$ cat src/rtl/hsv_to_rgb.sv
// hsv_to_rgb: rebuilds R/G/B from sector/fraction hue, saturation and value.
// Four register stages (S1..S4); ce freezes the whole pipe, reset clears it.
module hsv_to_rgb #(
    parameter int unsigned W = 10
) (
    input  logic         clk,
    input  logic         rst_n,
    input  logic         ce,
    input  logic         valid_in,
    input  logic [2:0]   sector,
    input  logic [W-1:0] frac,
    input  logic [W-1:0] sat,
    input  logic [W-1:0] val,
    output logic [W-1:0] red,
    output logic [W-1:0] green,
    output logic [W-1:0] blue,
    output logic         valid_out,
    output logic         illegal
);

    localparam int unsigned PW = 2 * W;
    localparam logic [W-1:0] FRAC_MAX = {W{1'b1}};

    // Only the upper halves of the S1 products are ever consumed, so only
    // those are stored; downstream values are identical to full-width storage.
    logic         s1_valid_q;
    logic [2:0]   s1_sector_q;
    logic [W-1:0] s1_val_q, s1_a_hi_q, s1_b_hi_q, s1_c_hi_q;
    logic [W-1:0] s1_a_hi_d, s1_b_hi_d, s1_c_hi_d;

    logic         s2_valid_q;
    logic [2:0]   s2_sector_q;
    logic [W-1:0] s2_val_q, s2_p_q, s2_qa_q, s2_tb_q;
    logic [W-1:0] s2_p_d;

    logic         s3_valid_q;
    logic [2:0]   s3_sector_q;
    logic [W-1:0] s3_val_q, s3_p_q, s3_q_q, s3_t_q;
    logic [W-1:0] s3_q_d, s3_t_d;

    logic [W-1:0] red_d, green_d, blue_d;
    logic         illegal_d;

    // S1 products, truncated to their integer part (floor of /2^W)
    always_comb begin
        s1_a_hi_d = W'((PW'(sat) * PW'(frac)) >> W);
        s1_b_hi_d = W'((PW'(sat) * PW'(FRAC_MAX - frac)) >> W);
        s1_c_hi_d = W'((PW'(val) * PW'(sat)) >> W);
    end

    // S2: p = val - val*sat; cannot underflow since c_hi <= val
    always_comb begin
        s2_p_d = s1_val_q - s1_c_hi_q;
    end

    // S3: q and t scale val by the sector-relative fractions
    always_comb begin
        s3_q_d = s2_val_q - W'((PW'(s2_val_q) * PW'(s2_qa_q)) >> W);
        s3_t_d = s2_val_q - W'((PW'(s2_val_q) * PW'(s2_tb_q)) >> W);
    end

    // S4 output mux by hue sector; illegal sectors render as grey at val
    always_comb begin
        red_d     = s3_val_q;
        green_d   = s3_val_q;
        blue_d    = s3_val_q;
        illegal_d = 1'b0;
        case (s3_sector_q)
            3'd0: begin red_d = s3_val_q; green_d = s3_t_q;   blue_d = s3_p_q;   end
            3'd1: begin red_d = s3_q_q;   green_d = s3_val_q; blue_d = s3_p_q;   end
            3'd2: begin red_d = s3_p_q;   green_d = s3_val_q; blue_d = s3_t_q;   end
            3'd3: begin red_d = s3_p_q;   green_d = s3_q_q;   blue_d = s3_val_q; end
            3'd4: begin red_d = s3_t_q;   green_d = s3_p_q;   blue_d = s3_val_q; end
            3'd5: begin red_d = s3_val_q; green_d = s3_p_q;   blue_d = s3_q_q;   end
            default: illegal_d = 1'b1;
        endcase
    end

    // Pipeline registers: reset clears everything, ce gates every update
    always_ff @(posedge clk) begin
        if (!rst_n) begin
            s1_valid_q  <= 1'b0;
            s1_sector_q <= '0;
            s1_val_q    <= '0;
            s1_a_hi_q   <= '0;
            s1_b_hi_q   <= '0;
            s1_c_hi_q   <= '0;
            s2_valid_q  <= 1'b0;
            s2_sector_q <= '0;
            s2_val_q    <= '0;
            s2_p_q      <= '0;
            s2_qa_q     <= '0;
            s2_tb_q     <= '0;
            s3_valid_q  <= 1'b0;
            s3_sector_q <= '0;
            s3_val_q    <= '0;
            s3_p_q      <= '0;
            s3_q_q      <= '0;
            s3_t_q      <= '0;
            red         <= '0;
            green       <= '0;
            blue        <= '0;
            valid_out   <= 1'b0;
            illegal     <= 1'b0;
        end else if (ce) begin
            s1_valid_q  <= valid_in;
            s1_sector_q <= sector;
            s1_val_q    <= val;
            s1_a_hi_q   <= s1_a_hi_d;
            s1_b_hi_q   <= s1_b_hi_d;
            s1_c_hi_q   <= s1_c_hi_d;
            s2_valid_q  <= s1_valid_q;
            s2_sector_q <= s1_sector_q;
            s2_val_q    <= s1_val_q;
            s2_p_q      <= s2_p_d;
            s2_qa_q     <= s1_a_hi_q;
            s2_tb_q     <= s1_b_hi_q;
            s3_valid_q  <= s2_valid_q;
            s3_sector_q <= s2_sector_q;
            s3_val_q    <= s2_val_q;
            s3_p_q      <= s2_p_q;
            s3_q_q      <= s3_q_d;
            s3_t_q      <= s3_t_d;
            red         <= red_d;
            green       <= green_d;
            blue        <= blue_d;
            valid_out   <= s3_valid_q;
            illegal     <= illegal_d;
        end
    end

endmodule

$ cat config.mk
export PLATFORM = sky130hd
export DESIGN_NAME = hsv_to_rgb
export DESIGN_NICKNAME = d
export VERILOG_FILES = /design/src/rtl/hsv_to_rgb.sv
export SDC_FILE = /design/constraint.sdc
export NUM_CORES = 1
export LEC_CHECK = 0
export BUFFER_PORTS_ARGS = -buffer_cell sky130_fd_sc_hd__clkbuf_2
export CAP_MARGIN = 0
export CORE_ASPECT_RATIO = 1.1
export CORE_UTILIZATION = 35
export DETAILED_ROUTE_END_ITERATION = 8
export GPL_ROUTABILITY_DRIVEN = 0
export GPL_TIMING_DRIVEN = 0
export PLACE_DENSITY_LB_ADDON = 0.05
export SLEW_MARGIN = 20
export SYNTH_ARGS = -nofsm -noshare
export SYNTH_HDL_FRONTEND = slang
export SYNTH_SLANG_ARGS = --single-unit
$ cat constraint.sdc
create_clock -name clk -period 8 [get_ports clk]
set_clock_uncertainty 0.1 [all_clocks]
set_input_delay 2 -clock clk [delete_from_list [all_inputs] [get_ports clk]]
set_output_delay 2 -clock clk [all_outputs]
set_load 0.01 [all_outputs]
=== Word level (Yosys, flattened, before mapping) ===
Index checks and enable logic that the tools add are counted.

* Bits in registers: 164
* Word-level logic and storage cells: 46
* Output and inout bits: 32

* Equal/unequal tests: 5
* Multiplexer cells: 4
* Add/subtract/negate cells: 4
* Reductions and logical operators: 5
* Multipliers: 5

{| class="wikitable"
|+ Operators by type and width
! cell !! number
|-
| $pmux W10 S3 || 3
|-
| $mul A10 B10 Y20 || 4
|-
| $sub A10 B10 Y10 || 3
|-
| $mul A11 B11 Y20 || 1
|-
| $sub A10 B10 Y11 const A || 1
|-
| $eq A3 B2 Y1 const B || 2
|-
| $eq A3 B3 Y1 const B || 2
|-
| $reduce_or A2 Y1 || 3
|-
| $reduce_or A6 Y1 || 1
|-
| $eq A3 B1 Y1 const B || 1
|-
| $logic_not A3 Y1 || 1
|-
| $mux W1 || 1
|}

=== Logic depth before layout (Yosys ltp) ===
Gate-level depths: netlist (run 1).

* Word-level depth: 3
* Depth in mapped cells: 29
* Depth with buffers taken out: 27

=== Least setup slack after synthesis (run 1) ===
OpenSTA, ideal clock, no wires.

* Kind: input port to flip-flop
* Start: in sat[2]
* End: reg s1_c_hi_q[7]
* Arrival: 6.672 ns
* Buffers on the path: 2
* Stages on the path: 16
* Required time: 7.783 ns
* Path slack: 1.110 ns
* Path through: clkbuf_1 -> clkbuf_1 -> nand2_1 -> fa_1 -> fa_1 -> fa_1 -> fa_1 -> inv_1 -> fa_1 -> ha_1 -> a21oi_1 -> a2bb2oi_1 -> and2_1 -> a211oi_1 -> or4_1 -> a32o_1

* Word-level cells in the longest chain between the ends: 1

{| class="wikitable"
|+ Ends and longest elaborated chain
! element !! line !! text
|-
| start: declaration || 12 || <nowiki>input logic [W-1:0] sat,</nowiki>
|-
| $mul A10 B10 Y20 || 48 || <nowiki>s1_c_hi_d = W'((PW'(val) * PW'(sat)) >> W);</nowiki>
|-
| end signal: assignment || 111 || <nowiki>s1_c_hi_q <= s1_c_hi_d;</nowiki>
|-
| end: declaration || 28 || <nowiki>logic [W-1:0] s1_val_q, s1_a_hi_q, s1_b_hi_q, s1_c_hi_q;</nowiki>
|}

Every way passes these cells.
A chain may end at the register's enable or synchronous reset.

=== Worst setup path in the final report (run 1) ===
* Start: in sat[1]
* End: reg s1_c_hi_q[8]

Same word-level chain as after synthesis.

==> insert_results.sql, run 1 <==
INSERT INTO impl_metrics (metric_group, metric, value, unit) VALUES
('run_status', 'result_of_the_run', 'finished, final reports clean', ''),
('clocking', 'total_number_of_clock_tree_sinks', '164', ''),
('timing', 'worst_slew_margin_rel', '29.2', '%'),
('layout', 'flow.area_growth_from_synthesis', '8.38', '%'),
('routing', 'post_drt_via_cell_ratio', '4.97', ''),
('logic_synthesis', 'count_of_flip_flops_with_a_built_in_enable_after_synthesis', '0', ''),
('floorplanning', 'die-area', '67800', 'um^2'),
('run', 'number_of_max_cap_violations', '0', ''),
('layout', 'antenna-diode-count', '0', ''),
('grt', 'first_global_vias', '18900', ''),
('clocking', 'cts-root-buf', 'sky130_fd_sc_hd__clkbuf_16', ''),
('grt', 'grt_start_max_net_pins', '20', ''),
('timing', 'fin_max_slew_vios', '0', ''),
('routing', 'drcViolationCount', '0', ''),
('worst_setup_path', 'worst_setup_path_end_kind', 'flip-flop', ''),
('pwr', 'power.switching_fraction', '44.8', '%'),
('routing', 'dr.first_iter.drc_count', '803', ''),
('grt', 'global_route_wire_length_before_repair', '111', 'mm'),
('routing', 'routed-via-count', '17800', ''),
('layout', 'nets', '3352', ''),
('floorplanning', 'core_area', '66100', 'um^2'),
('floorplanning', 'num_io_pins', '69', ''),
('worst_setup_path', 'rrSetupSlack', '500', 'ps'),
('logic_synthesis', 'postSynth.asyncResetShare', '0', '%'),
('layout', 'mostFrequentLayoutCells', 'sky130_fd_sc_hd__inv_1 (394), sky130_fd_sc_hd__fa_1 (309), sky130_fd_sc_hd__ha_1 (297), sky130_fd_sc_hd__nand2_1 (269), sky130_fd_sc_hd__and2_1 (189)', ''),
('logic_synthesis', 'ys.flop_type', 'sky130_fd_sc_hd__dfxtp_1', ''),
('worst_setup_path', 'startpoint_type_of_the_worst_setup_path', 'input port', ''),
('routing', 'met3_wirelength', '1.78', 'mm'),
('worst_hold_path', 'worst_hold_path_type', 'flip-flop to flip-flop', ''),
('worst_setup_path', 'critPathArrivalTime', '7940', 'ps'),
('routing', 'top_layer_used', 'met4', ''),
('clocking', 'worstSkewPairLatency', '460', 'ps'),
('routing', 'wire_per_inst', '19.6', 'um'),
('logic_synthesis', 'synthDistinctLibCells', '67', ''),
('worst_setup_path', 'ff2ff_path_depth', '27', ''),
('floorplanning', 'die_height', '273', 'um'),
('pwr', 'combinationalPowerShare', '60.0', '%'),
('layout', 'drive_gt1_share', '4.89', '%'),
('clocking', 'hold_buffers', '0', ''),
('timing', 'tightest_slew', '1060', 'ps'),
('clocking', 'clock_slew_at_the_register_clock_pins_of_the_worst_setup_and_hold_paths', '70', 'ps'),
('timing', 'aggregate_negative_setup_slack', '0', 'ps'),
('grt', 'global_route.overflow_total', '0', ''),
('place', 'hpwl', '58.0', 'mm'),
('timing', 'setup_viol', '0', ''),
('pwr', 'power.leakage', '0.0126', 'uW'),
('clocking', 'clockBufferDepth', '2', ''),
('clocking', 'htree_levels', '4', ''),
('routing', 'wl_met1', '32.1', 'mm'),
('worst_setup_path', 'crit_required', '8250', 'ps'),
('logic_synthesis', 'synth-seq-area-share', '14.0', '%'),
('logic_synthesis', 'synthCells', '2634', ''),
('floorplanning', 'initial_core_util', '35.3', '%'),
('timing', 'layout_worst_path_cycle_share', '96.1', '%'),
('logic_synthesis', 'synth.avg_cell_area', '8.87', 'um^2'),
('worst_setup_path', 'cp-startpoint', 'sat[1]', ''),
('routing', 'detail_route.wirelength', '70.3', 'mm'),
('pwr', 'power.share.clock', '18.1', '%'),
('layout', 'mostFrequentLayoutCell', 'sky130_fd_sc_hd__inv_1', ''),
('clocking', 'cts_tree', 'yes', ''),
('place', 'port_buffers', '57', ''),
('logic_synthesis', 'mapped_nets', '3277', ''),
('floorplanning', 'die_w', '248', 'um'),
('pwr', 'power.density', '182', 'nW/um^2'),
('logic_synthesis', 'synth.cell_area', '23400', 'um^2'),
('worst_setup_path', 'rr_endpoint', 's3_t_q[9]', ''),
('worst_setup_path', 'rr_startpoint', 's2_val_q[7]', ''),
('floorplanning', 'num_rows', '99', ''),
('pwr', 'pwr-share-seq', '21.9', '%'),
('timing', 'max_clock_freq', '130', 'MHz'),
('worst_setup_path', 'worstPathMaxFanout', '10', '');
-- cell type report --
cell class,count,area [um^2]
Tap cell,858,1070
Multi-Input combinational cell,1916,18000
Clock inverter,13,146
Buffer,158,626
Sequential cell,164,3290
Fill cell,6931,40800
Clock buffer,19,433
Inverter,395,1480
Timing Repair Buffer,57,285
-- per-layer routing --
metal,global-route usage (%),vias up
met5,0,-
met1,28.1,8896
met3,1.81,55
li1,-,8590
met4,4.80,0
met2,37.9,239
-- critical path, cell delays in order --
cell	delay (ps)
sky130_fd_sc_hd__clkbuf_2	160
sky130_fd_sc_hd__buf_2	260
sky130_fd_sc_hd__clkbuf_1	500
sky130_fd_sc_hd__nand2_1	160
sky130_fd_sc_hd__fa_1	620
sky130_fd_sc_hd__fa_1	460
sky130_fd_sc_hd__fa_1	510
sky130_fd_sc_hd__fa_1	490
sky130_fd_sc_hd__inv_1	50
sky130_fd_sc_hd__fa_1	450
sky130_fd_sc_hd__ha_1	310
sky130_fd_sc_hd__nand3_1	140
sky130_fd_sc_hd__nor2_1	230
sky130_fd_sc_hd__o31ai_1	190
sky130_fd_sc_hd__and2_1	220
sky130_fd_sc_hd__a211oi_1	500
sky130_fd_sc_hd__o31ai_1	220
sky130_fd_sc_hd__a21o_1	220
sky130_fd_sc_hd__a32o_1	250
-- synth_stat cells, drive strengths merged, types with 47 or more instances --
| cell type | instances | share of area [%] |
|---|---|---|
| a21oi | 77 | 1.7 |
| and2 | 189 | 5.1 |
| clkbuf | 142 | 2.3 |
| dfxtp | 164 | 14 |
| fa | 309 | 26 |
| ha | 297 | 16 |
| inv | 395 | 6.3 |
| mux2i | 96 | 4.1 |
| nand2 | 269 | 4.3 |
| nand2b | 47 | 1.3 |
| nor2b | 178 | 4.8 |
| o21ai | 69 | 1.5 |
-- kinds of logic after synthesis --
logic type	synth area share (%)
compound gates	9.41
xor+xnor	2.01
fa+ha+maj	42.4
buf+inv	8.96
flops	14.0
mux	4.59
simple gates	18.6
-- stage by stage --
stage                     std cells  worst slack (ps)  area, um^2  total power, uW  utilization, %
after floorplan                2634              1110       23400             3040               -
after CTS                      3580              29.0       25300             4680            38.3
after global routing           3580              3.95       25300             5100            38.3
after global placement         3549              -465       24700             3790            37.4
final                          3580               312       25300             4610            38.3
after detailed placement       3549              -450       24700             3820            37.4
-- worst min path at each step --
stage | startpoint | to | slack, ps | cells after the start
after floorplan | s1_a_hi_q[5] | s1_a_hi_q[5] | 330 | 2
after global placement | s1_c_hi_q[5] | s1_c_hi_q[5] | 340 | 2
after detailed placement | s1_c_hi_q[5] | s1_c_hi_q[5] | 350 | 2
after CTS | s1_c_hi_q[5] | s1_c_hi_q[5] | 350 | 2
after global routing | s1_a_hi_q[8] | s1_a_hi_q[8] | 370 | 2
final | s1_c_hi_q[5] | s1_c_hi_q[5] | 350 | 2
-- power by group through the flow --
stage	clock network (uW)	registers [uW]	logic [uW]
after global routing	879	1020	3200
after detailed placement	0	1030	2790
after CTS	847	1010	2820
final	835	1010	2770
after floorplan	0	990	2050
after global placement	0	1030	2760
-- flip-flops by register name, summed over array words and instances, names as in the netlist, 10 cells and up --
signal / cells
s1_c_hi_q: 10
s3_q_q: 10
s3_t_q: 10
s3_p_q: 10
s1_a_hi_q: 10
s2_tb_q: 10
red: 10
s3_val_q: 10
s2_val_q: 10
s1_b_hi_q: 10
s2_qa_q: 10
s2_p_q: 10
s1_val_q: 10
green: 10
blue: 10
-- what timing repair did --
action | 4_1_cts | 5_1_grt
gates resized for setup | 2 | 27
pin swaps | 0 | 0
setup endpoints to repair | 4 | 5
buffers inserted | 0 | 0
Power figures use the tool's default switching activity.
==> run 2: changes to the inputs <==
RECOVER_POWER = 50   (was unset)
==> run 2 against run 1 <==
Net effect: count of clock-buffer cells in the layout stayed put; die area is the same; total power about the same; fmax about the same; setup slack worse by 3.9 ps; first-iteration DRC count up 1.2%; flip-flop and latch count unchanged; combinational power hardly changed; critical path depth stayed put; sequential share of layout area is essentially flat.
==> insert_results.sql, run 2 (synthesized netlist as in run 1, its figures left out) <==
INSERT INTO impl_metrics (metric_group, metric, value, unit) VALUES
('pwr', 'peakVddDrop', '0.115', 'mV'),
('routing', 'detail_route.wirelength', '70.4', 'mm'),
('routing', 'dr.first_iter.drc_count', '813', ''),
('timing', 'final-hold-violation-count', '0', ''),
('timing', 'aggregate_negative_setup_slack', '0', 'ps'),
('clocking', 'cts_setup_buffers', '0', ''),
('pwr', 'power.share.clock', '18.1', '%'),
('worst_setup_path', 'worstPathMaxFanout', '10', ''),
('run_status', 'result_of_the_run', 'finished, final reports clean', ''),
('worst_setup_path', 'critPathArrivalTime', '7940', 'ps'),
('worst_setup_path', 'critical_path.top_delay_family', 'adder cells', ''),
('worst_hold_path', 'worst_hold_path_type', 'flip-flop to flip-flop', ''),
('layout', 'antenna-diode-count', '0', ''),
('place', 'placed_cells', '3549', ''),
('layout', 'mostFrequentLayoutCell', 'sky130_fd_sc_hd__inv_1', ''),
('timing', 'max_clock_freq', '130', 'MHz'),
('worst_setup_path', 'rrSetupSlack', '530', 'ps'),
('layout', 'nets', '3352', ''),
('pwr', 'power.switching_fraction', '44.8', '%'),
('routing', 'wire_per_inst', '19.7', 'um'),
('worst_setup_path', 'worst_setup_path_end_kind', 'flip-flop', ''),
('clocking', 'worstSkewPairLatency', '460', 'ps'),
('floorplanning', 'die_w', '248', 'um'),
('timing', 'rsz0062_at_grt', 'false', ''),
('pwr', 'finalPower', '4610', 'uW'),
('routing', 'drcViolationCount', '0', ''),
('floorplanning', 'initial_core_util', '35.3', '%'),
('floorplanning', 'num_io_pins', '69', ''),
('floorplanning', 'core_area', '66100', 'um^2'),
('grt', 'first_global_vias', '18900', ''),
('run', 'number_of_max_cap_violations', '0', ''),
('floorplanning', 'die-area', '67800', 'um^2'),
('worst_setup_path', 'timing.setup.critical_path_class', 'input port to flip-flop', ''),
('worst_setup_path', 'cp-startpoint', 'sat[1]', ''),
('timing', 'setup_viol', '0', ''),
('grt', 'grt_start_max_net_pins', '20', ''),
('layout', 'number_of_cells_in_the_finished_layout_apart_from_fillers', '3580', ''),
('routing', 'post_drt_via_cell_ratio', '4.97', ''),
('place', 'hpwl', '58.0', 'mm'),
('floorplanning', 'num_rows', '99', ''),
('pwr', 'intPower', '2550', 'uW'),
('timing', 'shortest_clock_period_the_worst_path_allows_after_layout', '7690', 'ps'),
('worst_setup_path', 'worstSetupPathDepth', '19', ''),
('layout', 'final_area', '25300', 'um^2'),
('pwr', 'pwr-share-seq', '21.9', '%'),
('floorplanning', 'die_height', '273', 'um'),
('layout', 'drive_gt1_share', '3.60', '%'),
('worst_setup_path', 'critPathMaxStageDelay', '620', 'ps'),
('routing', 'dr.pass1.iters', '5', ''),
('clocking', 'htree_levels', '4', ''),
('routing', 'antenna_left', '0', ''),
('layout', 'regArea', '3290', 'um^2'),
('grt', 'antenna_found_initial', '0', ''),
('grt', 'global_route.overflow_total', '0', ''),
('worst_setup_path', 'rr_startpoint', 's2_val_q[8]', ''),
('clocking', 'clockBufferDepth', '2', ''),
('clocking', 'numCtsBuffers', '17', ''),
('layout', 'mostFrequentLayoutCells', 'sky130_fd_sc_hd__inv_1 (395), sky130_fd_sc_hd__fa_1 (309), sky130_fd_sc_hd__ha_1 (297), sky130_fd_sc_hd__nand2_1 (269), sky130_fd_sc_hd__and2_1 (189)', ''),
('place', 'detailed_place.area', '24700', 'um^2'),
('clocking', 'cts-root-buf', 'sky130_fd_sc_hd__clkbuf_16', ''),
('routing', 'routed-via-count', '17800', ''),
('worst_setup_path', 'cp_cell_sequence', 'clkbuf_2 -> buf_2 -> clkbuf_1 -> nand2_1 -> fa_1 -> fa_1 -> fa_1 -> fa_1 -> inv_1 -> fa_1 -> ha_1 -> nand3_1 -> nor2_1 -> o31ai_1 -> and2_1 -> a211oi_1 -> o31ai_1 -> a21o_1 -> a32o_1', ''),
('place', 'port_buffers', '57', ''),
('grt', 'grt.total_usage', '21.5', '%'),
('worst_setup_path', 'crit_path_end', 's1_c_hi_q[8]', ''),
('timing', 'worst_slew_margin_rel', '29.8', '%'),
('worst_setup_path', 'crit_required', '8240', 'ps'),
('worst_setup_path', 'rr_endpoint', 's3_q_q[8]', ''),
('clocking', 'cts_tree', 'yes', ''),
('pwr', 'combinationalPowerShare', '60.0', '%'),
('layout', 'multi_input_comb_area', '18000', 'um^2'),
('grt', 'global_route_wire_length_before_repair', '111', 'mm'),
('timing', 'layout_worst_path_cycle_share', '96.2', '%'),
('layout', 'flow.area_growth_from_synthesis', '8.20', '%'),
('worst_setup_path', 'ff2ff_path_depth', '25', ''),
('worst_setup_path', 'critical_path.n_buffers_inverters', '4', ''),
('pwr', 'p_sw', '2070', 'uW'),
('timing', 'fin_max_slew_vios', '0', ''),
('timing', 'tightest_slew', '1050', 'ps'),
('clocking', 'total_number_of_clock_tree_sinks', '164', ''),
('clocking', 'clock_slew_at_the_register_clock_pins_of_the_worst_setup_and_hold_paths', '70', 'ps'),
('layout', 'filler_cell_count', '6941', ''),
('pwr', 'power.leakage', '0.0124', 'uW'),
('pwr', 'power.density', '182', 'nW/um^2'),
('worst_setup_path', 'crit_top_cell', 'sky130_fd_sc_hd__fa_1', ''),
('worst_setup_path', 'startpoint_type_of_the_worst_setup_path', 'input port', ''),
('worst_setup_path', 'worst_path_max_delay_cell', 'sky130_fd_sc_hd__fa_1', '');
[run 2: power by group through the flow]
stage / registers (uW) / clock network, uW / logic, uW
after floorplan: 990 / 0 / 2050
after global routing: 1020 / 879 / 3200
after global placement: 1030 / 0 / 2760
final: 1010 / 835 / 2770
after detailed placement: 1030 / 0 / 2790
after CTS: 1010 / 847 / 2820
[run 2: timing repair]
item,CTS,global route
cloned,0,0
resized for setup,2,27
endpoints found under the setup margin,4,5
hold buffers,0,0
[run 2: final cells by class]
cell class                 count  area share (%)
sequential                   164            13.0
timing repair buffer          57           0.965
buffer                       158            2.47
clock inverter                13           0.579
clock buffer                  19            1.71
inverter                     395            5.86
tap                          858            4.24
multi-input combinational   1916            71.2
[run 2: metal layers]
metal  track usage, %  wire (um)
met5                0          0
met2             37.9      35400
met4             4.80       1030
met1             28.1      32000
met3             1.81       1890
[run 2: worst min-delay path by stage]
stage            startpoint           end  slack (ps)  cells past startpoint
3_5_place_dp   s1_c_hi_q[5]  s1_c_hi_q[5]         350                      2
5_1_grt        s1_a_hi_q[8]  s1_a_hi_q[8]         370                      2
6_report       s1_c_hi_q[5]  s1_c_hi_q[5]         350                      2
3_3_place_gp   s1_c_hi_q[5]  s1_c_hi_q[5]         340                      2
2_1_floorplan  s1_a_hi_q[5]  s1_a_hi_q[5]         330                      2
4_1_cts        s1_c_hi_q[5]  s1_c_hi_q[5]         350                      2
[run 2: worst reg2reg max path, stage by stage, from the launching register on]
cell                       delay (ps)
sky130_fd_sc_hd__dfxtp_1          590
sky130_fd_sc_hd__clkbuf_1         450
sky130_fd_sc_hd__nand2_1          150
sky130_fd_sc_hd__fa_1             550
sky130_fd_sc_hd__inv_1             50
sky130_fd_sc_hd__fa_1             480
sky130_fd_sc_hd__fa_1             510
sky130_fd_sc_hd__fa_1             500
sky130_fd_sc_hd__inv_1             50
sky130_fd_sc_hd__fa_1             480
sky130_fd_sc_hd__inv_1             40
sky130_fd_sc_hd__ha_1             290
sky130_fd_sc_hd__a21o_1           180
sky130_fd_sc_hd__a21oi_1          190
sky130_fd_sc_hd__a21boi_1         110
sky130_fd_sc_hd__a311oi_1         570
sky130_fd_sc_hd__o21bai_1         260
sky130_fd_sc_hd__a21oi_1          280
sky130_fd_sc_hd__xor2_1           120
sky130_fd_sc_hd__ha_1             330
sky130_fd_sc_hd__a21boi_1         220
sky130_fd_sc_hd__o21ai_1          100
sky130_fd_sc_hd__a21boi_1         240
sky130_fd_sc_hd__o21ai_1          110
sky130_fd_sc_hd__nor3b_1          140
sky130_fd_sc_hd__a311o_1          260
[run 2: metrics by stage]
step	util, %	setup WS [ps]	hold WS [ps]
final	38.2	308	349
after global routing	38.2	3.95	372
after CTS	38.3	29.0	355
after detailed placement	37.4	-450	346
after global placement	37.4	-465	342
after floorplan	-	1110	325
==> run 3: changes to the inputs <==
CTS_BUF_LIST = sky130_fd_sc_hd__clkbuf_8   (was unset)
GPL_ROUTABILITY_DRIVEN = 1   (was 0)
==> run 3 against run 2 <==
Net effect: sequential power about the same; via count increased by 0.50%; combinational power about the same; critical path depth increased by 7; register-to-register slack got worse by 160 ps; non-clock buffer count decreased by 1; highest routed layer is now met5.
==> insert_results.sql, run 3 (synthesized netlist as in run 1, its figures left out) <==
INSERT INTO impl_metrics (metric_group, metric, value, unit) VALUES
('pwr', 'power.leakage', '0.0123', 'uW'),
('clocking', 'cts-root-buf', 'sky130_fd_sc_hd__clkbuf_8', ''),
('timing', 'finalWorstSetupSlack', '372', 'ps'),
('clocking', 'numCtsBuffers', '17', ''),
('worst_setup_path', 'worst_setup_path_end_kind', 'flip-flop', ''),
('grt', 'grt_start_max_net_pins', '20', ''),
('clocking', 'clockBufferDepth', '2', ''),
('routing', 'post_drt_via_cell_ratio', '4.99', ''),
('clocking', 'clock_slew_at_the_register_clock_pins_of_the_worst_setup_and_hold_paths', '100', 'ps'),
('timing', 'rsz0062_at_grt', 'false', ''),
('floorplanning', 'die_w', '248', 'um'),
('worst_setup_path', 'crit_required', '8300', 'ps'),
('timing', 'shortest_clock_period_the_worst_path_allows_after_layout', '7630', 'ps'),
('routing', 'dr.first_iter.drc_count', '809', ''),
('routing', 'detail_route.wirelength', '70.5', 'mm'),
('run_status', 'result_of_the_run', 'finished, final reports clean', ''),
('routing', 'drcViolationCount', '0', ''),
('layout', 'flow.area_growth_from_synthesis', '7.33', '%'),
('worst_hold_path', 'worst_hold_path_type', 'flip-flop to flip-flop', ''),
('timing', 'aggregate_negative_setup_slack', '0', 'ps'),
('clocking', 'hold_buffers', '0', ''),
('layout', 'multi_input_comb_area', '18000', 'um^2'),
('layout', 'number_of_cells_in_the_finished_layout_apart_from_fillers', '3581', ''),
('timing', 'fin_hold_ws', '357', 'ps'),
('pwr', 'finalPower', '4380', 'uW'),
('clocking', 'cts_setup_buffers', '0', ''),
('place', 'dp_slack', '-427', 'ps'),
('worst_setup_path', 'startpoint_type_of_the_worst_setup_path', 'flip-flop', ''),
('clocking', 'worstSkewPairLatency', '500', 'ps'),
('clocking', 'cts_tree', 'yes', ''),
('timing', 'setup_viol', '0', ''),
('place', 'placed_cells', '3549', ''),
('worst_setup_path', 'timing.setup.critical_path_class', 'flip-flop to flip-flop', ''),
('layout', 'mostFrequentLayoutCell', 'sky130_fd_sc_hd__inv_1', ''),
('clocking', 'total_number_of_clock_tree_sinks', '164', ''),
('floorplanning', 'num_io_pins', '69', ''),
('floorplanning', 'die_height', '273', 'um'),
('pwr', 'peakVddDrop', '0.113', 'mV'),
('clocking', 'htree_levels', '4', ''),
('grt', 'first_global_vias', '18800', ''),
('timing', 'tightest_slew', '1110', 'ps'),
('floorplanning', 'die-area', '67800', 'um^2'),
('floorplanning', 'num_rows', '99', ''),
('grt', 'global_route_wire_length_before_repair', '110', 'mm'),
('timing', 'final-hold-violation-count', '0', ''),
('floorplanning', 'core_area', '66100', 'um^2'),
('layout', 'mostFrequentLayoutCells', 'sky130_fd_sc_hd__inv_1 (395), sky130_fd_sc_hd__fa_1 (309), sky130_fd_sc_hd__ha_1 (297), sky130_fd_sc_hd__nand2_1 (269), sky130_fd_sc_hd__and2_1 (189)', ''),
('grt', 'global_route.overflow_total', '0', ''),
('grt', 'antenna_found_initial', '3', ''),
('routing', 'wire_per_inst', '19.7', 'um'),
('place', 'gp_weighted_congestion', '0.869', ''),
('run', 'number_of_max_cap_violations', '0', ''),
('layout', 'nets', '3351', ''),
('routing', 'routed-via-count', '17900', ''),
('worst_setup_path', 'worstPathMaxFanout', '10', ''),
('layout', 'filler_cell_count', '6952', ''),
('floorplanning', 'initial_core_util', '35.3', '%'),
('routing', 'dr.pass1.iters', '5', ''),
('grt', 'grt.total_usage', '21.4', '%'),
('layout', 'drive_gt1_share', '3.56', '%'),
('place', 'port_buffers', '57', ''),
('timing', 'fin_max_slew_vios', '0', ''),
('routing', 'antenna_left', '0', ''),
('place', 'hpwl', '57.9', 'mm'),
('timing', 'worst_slew_margin_rel', '26.1', '%'),
('timing', 'layout_worst_path_cycle_share', '95.4', '%'),
('timing', 'max_clock_freq', '131', 'MHz'),
('layout', 'regArea', '3280', 'um^2'),
('pwr', 'power.density', '175', 'nW/um^2'),
('worst_setup_path', 'critPathArrivalTime', '7930', 'ps');
-- run 3: power breakdown --
| group | total [uW] | switching, uW | internal [uW] | leakage (uW) |
|---|---|---|---|---|
| logic | 2770 | 1620 | 1160 | 0.0108 |
| clock network | 596 | 367 | 229 | 0.000195 |
| registers | 1010 | 89.0 | 923 | 0.00134 |
| total | 4380 | 2070 | 2310 | 0.0123 |
-- run 3: final timing paths --
check | from | endpoint | slack (ps) | depth (start not counted)
setup / recovery | s2_val_q[7] | s3_q_q[8] | 370 | 26
hold / removal | s1_b_hi_q[7] | s1_b_hi_q[7] | 360 | 2
setup reg to reg | s2_val_q[7] | s3_q_q[8] | 370 | 26
hold reg to reg | s1_b_hi_q[7] | s1_b_hi_q[7] | 360 | 2
-- run 3: per-layer routing --
layer | wire length [um] | GRT usage (%) | part of all wire, %
met5 | 9 | 0 | 0.013
met4 | 1810 | 6.43 | 2.6
met3 | 2290 | 2.31 | 3.2
met2 | 34800 | 37.3 | 49
met1 | 31600 | 27.6 | 45
-- run 3: worst max-delay path: stages (launching register included) --
cell	delay, ps
sky130_fd_sc_hd__dfxtp_1	620
sky130_fd_sc_hd__clkbuf_1	550
sky130_fd_sc_hd__nand2_1	170
sky130_fd_sc_hd__fa_1	570
sky130_fd_sc_hd__inv_1	50
sky130_fd_sc_hd__fa_1	500
sky130_fd_sc_hd__inv_1	60
sky130_fd_sc_hd__fa_1	520
sky130_fd_sc_hd__inv_1	50
sky130_fd_sc_hd__fa_1	470
sky130_fd_sc_hd__inv_1	50
sky130_fd_sc_hd__fa_1	480
sky130_fd_sc_hd__inv_1	40
sky130_fd_sc_hd__ha_1	280
sky130_fd_sc_hd__and3_1	210
sky130_fd_sc_hd__and3_1	200
sky130_fd_sc_hd__a311oi_1	590
sky130_fd_sc_hd__o21bai_1	260
sky130_fd_sc_hd__a21oi_1	260
sky130_fd_sc_hd__xor2_1	100
sky130_fd_sc_hd__ha_1	330
sky130_fd_sc_hd__a21boi_1	230
sky130_fd_sc_hd__o21ai_1	110
sky130_fd_sc_hd__a21boi_1	220
sky130_fd_sc_hd__o21ai_1	90
sky130_fd_sc_hd__nor3b_1	140
sky130_fd_sc_hd__a311o_1	260
-- run 3: what timing repair did --
action                     CTS  global route
gates resized for setup      4            19
setup endpoints to repair    3             5
pin swaps                    0             0
-- run 3: layout make-up --
cell class	count	share of cell area (%)
clock buffer	17	0.933
timing repair buffer	57	0.973
clock inverter	15	0.574
antenna	2	0.0200
inverter	395	5.91
buffer	157	2.46
multi-input combinational	1916	71.8
tap	858	4.28
sequential	164	13.1
-- run 3: metrics by stage --
| step | utilization, % | cell area (um^2) |
|---|---|---|
| detailed placement | 37.4 | 24700 |
| finish | 37.9 | 25100 |
| global placement | 37.4 | 24700 |
| global route | 37.9 | 25100 |
| floorplan | - | 23400 |
| CTS | 38.0 | 25100 |
